[config.mk]
export PLATFORM = sky130hd
export DESIGN_NAME = k_half_adder
export DESIGN_NICKNAME = d
export VERILOG_FILES = /design/src/rtl/k_half_adder_pkg.sv /design/src/rtl/k_half_adder_lane.sv /design/src/rtl/k_half_adder.sv
export SDC_FILE = /design/constraint.sdc
export NUM_CORES = 1
export LEC_CHECK = 0
export CORE_MARGIN = 2
export CORE_UTILIZATION = 45
export CTS_CLUSTER_DIAMETER = 80
export DETAILED_ROUTE_END_ITERATION = 10
export HOLD_SLACK_MARGIN = 0.15
export PLACE_DENSITY = 0.74
export RECOVER_POWER = 25
export SLEW_MARGIN = 25
export SYNTH_ARGS = -nofsm -noshare
export SYNTH_HDL_FRONTEND = slang
export SYNTH_HIERARCHICAL = 1
export SYNTH_SLANG_ARGS = --single-unit
[constraint.sdc]
create_clock -name clk -period 2.4 [get_ports clk]
set_input_delay 0.48 -clock clk [delete_from_list [all_inputs] [get_ports clk]]
set_output_delay 0.48 -clock clk [all_outputs]
set_load 0.02 [all_outputs]
[src/rtl/k_half_adder_pkg.sv]
// Shared constants for the lane-parallel half adder: default sizing and the
// per-lane truth table, indexed by {a,b} and yielding {c_out,sum}.
package k_half_adder_pkg;

  localparam int unsigned DEFAULT_WIDTH = 1;
  localparam int unsigned DEFAULT_CNT_W = 16;

  // Entry index {a,b}: 00->00, 01->01, 10->01, 11->10 (as {c_out,sum}).
  localparam logic [3:0][1:0] HA_TT = {2'b10, 2'b01, 2'b01, 2'b00};

endpackage

[src/rtl/k_half_adder_lane.sv]
// Single 1-bit half-adder cell; purely combinational.
module k_half_adder_lane (
  input  logic a,
  input  logic b,
  output logic sum,
  output logic c_out
);

  assign sum   = a ^ b;
  assign c_out = a & b;

endmodule

[src/rtl/k_half_adder.sv]
// Lane-parallel half adder with optional output registers, a valid strobe and
// a saturating count of accepted beats that produced any carry.
module k_half_adder
  import k_half_adder_pkg::*;
#(
  parameter int unsigned WIDTH        = DEFAULT_WIDTH,
  parameter int unsigned REGISTER_OUT = 1,
  parameter int unsigned CNT_W        = DEFAULT_CNT_W
) (
  input  logic             clk,
  input  logic             rst,
  input  logic             in_valid,
  input  logic [WIDTH-1:0] a,
  input  logic [WIDTH-1:0] b,
  input  logic             cnt_clr,
  output logic [WIDTH-1:0] sum,
  output logic [WIDTH-1:0] c_out,
  output logic             out_valid,
  output logic [CNT_W-1:0] carry_cnt
);

  localparam logic [CNT_W-1:0] CNT_MAX = '1;

  logic [WIDTH-1:0] sum_c;
  logic [WIDTH-1:0] c_out_c;
  logic             carry_hit;

  for (genvar i = 0; i < WIDTH; i++) begin : g_lane
    k_half_adder_lane u_lane (
      .a     (a[i]),
      .b     (b[i]),
      .sum   (sum_c[i]),
      .c_out (c_out_c[i])
    );
  end

  if (REGISTER_OUT != 0) begin : g_reg
    // Data registers load only on valid beats so undriven a/b are never captured.
    always_ff @(posedge clk or posedge rst) begin
      if (rst) begin
        sum       <= '0;
        c_out     <= '0;
        out_valid <= 1'b0;
      end else begin
        out_valid <= in_valid;
        if (in_valid) begin
          sum   <= sum_c;
          c_out <= c_out_c;
        end
      end
    end
  end else begin : g_comb
    assign sum       = sum_c;
    assign c_out     = c_out_c;
    assign out_valid = in_valid;
  end

  // in_valid gates first so X on a/b during idle cycles cannot reach the counter.
  assign carry_hit = in_valid & (|c_out_c);

  always_ff @(posedge clk or posedge rst) begin
    if (rst)
      carry_cnt <= '0;
    else if (cnt_clr)
      carry_cnt <= '0;
    else if (carry_hit && (carry_cnt != CNT_MAX))
      carry_cnt <= carry_cnt + 1'b1;
  end

endmodule

==> results.yml <==
status:
  status: "complete, no violations"
logic_synthesis:
  syn_area_per_cell_um2: 10.2
  ys_warn_count: 6
  synth-edff-count: 0
  syn_area_um2: 1030
  ys_ff_latch: 19
  synth_nets: 109
  netlist_instances: 101
  synth_cell_types: 34
  seq_area_frac_synth: 0.459
  synth-main-ff-cell: "dfrtp_1"
  async_flop_share: 1.00
global_routing:
  grt_usage: 0.184
  grt_pass1_vias: 850
  antenna_found_initial: 0
  grt_pass1_wl_um: 3730
  grt_max_degree: 20
  grt_overflow: 0
finish:
  final_cell_mix: "clkdlybuf4s50_1 (22), dfrtp_1 (19), a21oi_1 (10)"
  layout_commonest_cell: "clkdlybuf4s50_1"
  drive_above_1_share: 0.115
  area_delta_synth_final_pct: 29.4
  finalNonFillerCells: 158
  antenna_cells: 0
  final_nets: 139
  final_area_um2: 1340
  final_util: 0.611
power:
  p_sw_mw: 0.127
  vdd_ir_drop_max_mv: 0.320
  total_power_mw: 0.541
  p_leak_nw: 0.512
  p_comb_frac: 0.099
  power.density_nw_per_um2: 404
  power_frac_seq: 0.608
  p_int_mw: 0.414
  p_sw_frac: 0.234
  power_frac_clock: 0.293
placed_design:
  port_buffers: 24
  postPlaceCellArea_um2: 1310
  gp_congestion: 0.776
  dpl.cell_count: 154
  dp_hpwl_um: 1630
  place_ws_ns: 0.0888
detailed_routing:
  wl_per_cell_um: 14.1
  via_count: 927
  drc: 0
  viasPerCell: 5.87
  firstDrtPassIters: 4
  ant_nets: 0
  drt-initial-drc-count: 10
  wl_um: 2230
clocking:
  cts_resized: 0
  htreeDepth: 1
  clockRootBuffer: "clkbuf_4"
  numCtsBuffers: 3
  cts_buffer_depth: 2
  clk_latency_ns: 0.29
  cts_hold_buf: 0
  postCtsSetupRepairBufs: 0
  path_clk_slew_ns: 0.10
  cts_sinks: 19
  tritoncts: "built"
floorplan:
  io_pins: 25
  rows: 17
  start_util: 0.472
  core_area_um2: 2190
  die-area_um2: 2700
  die_w_um: 52.0
  fp.dieH_um: 52.0
timing:
  hold_slack_ns: 0.519
  finalSetupTns_ns: 0
  fin_crit_ns: 2.06
  slew_headroom: 0.480
  min_period_over_period: 0.857
  tightestPinTransition_ns: 0.777
  setup_slack_ns: 0.344
  max_freq_mhz: 486
  maxSlewViolCount: 0
  finalClockSkew_ns: 0.00102
  rsz0062_at_grt: "no"
  setup_viol: 0
  hold_viol: 0
setup_path:
  crit_required_ns: 2.61
  critical_path_class: "register to register"
  crit_path_end_kind: "register"
  worstPathMaxFanout: 16
  cp-start-kind: "register"
  cp-startpoint: "carry_cnt[0]"
  cp.arrival_ns: 2.26
  r2r_start: "carry_cnt[0]"
worst_hold_path:
  hp-start: "sum"
  hold_path.class: "register to register"
run:
  drv_cap: 0
==> layout make-up <==
cell class	count	area, um^2
Clock buffer	4	26.3
Multi-Input combinational cell	74	517
Timing Repair Buffer	27	263
Sequential cell	19	475
Inverter	6	22.5
Tap cell	28	35.0
Fill cell	189	852
==> per-layer routing <==
metal / global-route usage / wire [um]
met2: 0.293 / 1110
met5: 0 / 0
met3: 0.0259 / 88
met4: 0.0921 / 26
met1: 0.244 / 1000
==> kinds of logic (layout without fill, tap and decap cells) <==
kind of cell,count (synthesis),after routing,synth area share
simple gates,38,38,0.243
compound gates,29,29,0.184
flops,19,19,0.459
buf+inv,8,37,0.0411
mux,4,4,0.0399
fa+ha+maj,2,2,0.0242
xor+xnor,1,1,0.00847
==> cells in the mapped netlist (2+ instances only) <==
library cell  count  area share
dfrtp_1          19        0.46
nand2_1           6       0.022
ha_1              2       0.024
nand4_1           4       0.024
or3_1             5       0.030
mux2i_1           3       0.029
nand3_1           2      0.0097
or4_1             4       0.029
o31ai_1           4       0.029
a21oi_1          10       0.048
nor2_1            5       0.018
a31oi_1           2       0.012
inv_1             6       0.022
nor4_1            2       0.012
o21ai_0           8       0.039
==> power by group through the flow <==
stage,combinational (mW),sequential [mW],clock (mW)
floorplan,0.0204,0.343,0
global placement,0.0541,0.335,0
detailed placement,0.0551,0.335,0
CTS,0.0552,0.329,0.163
global route,0.0580,0.330,0.178
finish,0.0533,0.329,0.159
==> flip-flops by register name, indices dropped and copies added (netlist names) <==
register,count
c_out,1
carry_cnt,16
sum,1
out_valid,1
==> critical path, cell delays in order, from the launching register on <==
cell,delay (ns)
dfrtp_1,0.41
ha_1,0.21
nand4_1,0.19
o41ai_4,0.81
o21ai_0,0.19
a21oi_1,0.17
==> worst paths after layout <==
path                                 endpoint  slack, ns  cells after the start
min in group asynchronous       carry_cnt[14]       0.73                      2
max in group asynchronous        carry_cnt[7]       1.22                      2
worst min-delay path                      sum       0.52                      1
worst max register to register   carry_cnt[5]       0.34                      5
worst min register to register            sum       0.52                      1
worst max-delay path             carry_cnt[5]       0.34                      5
Note: power is estimated with default switching activity, not from simulation.
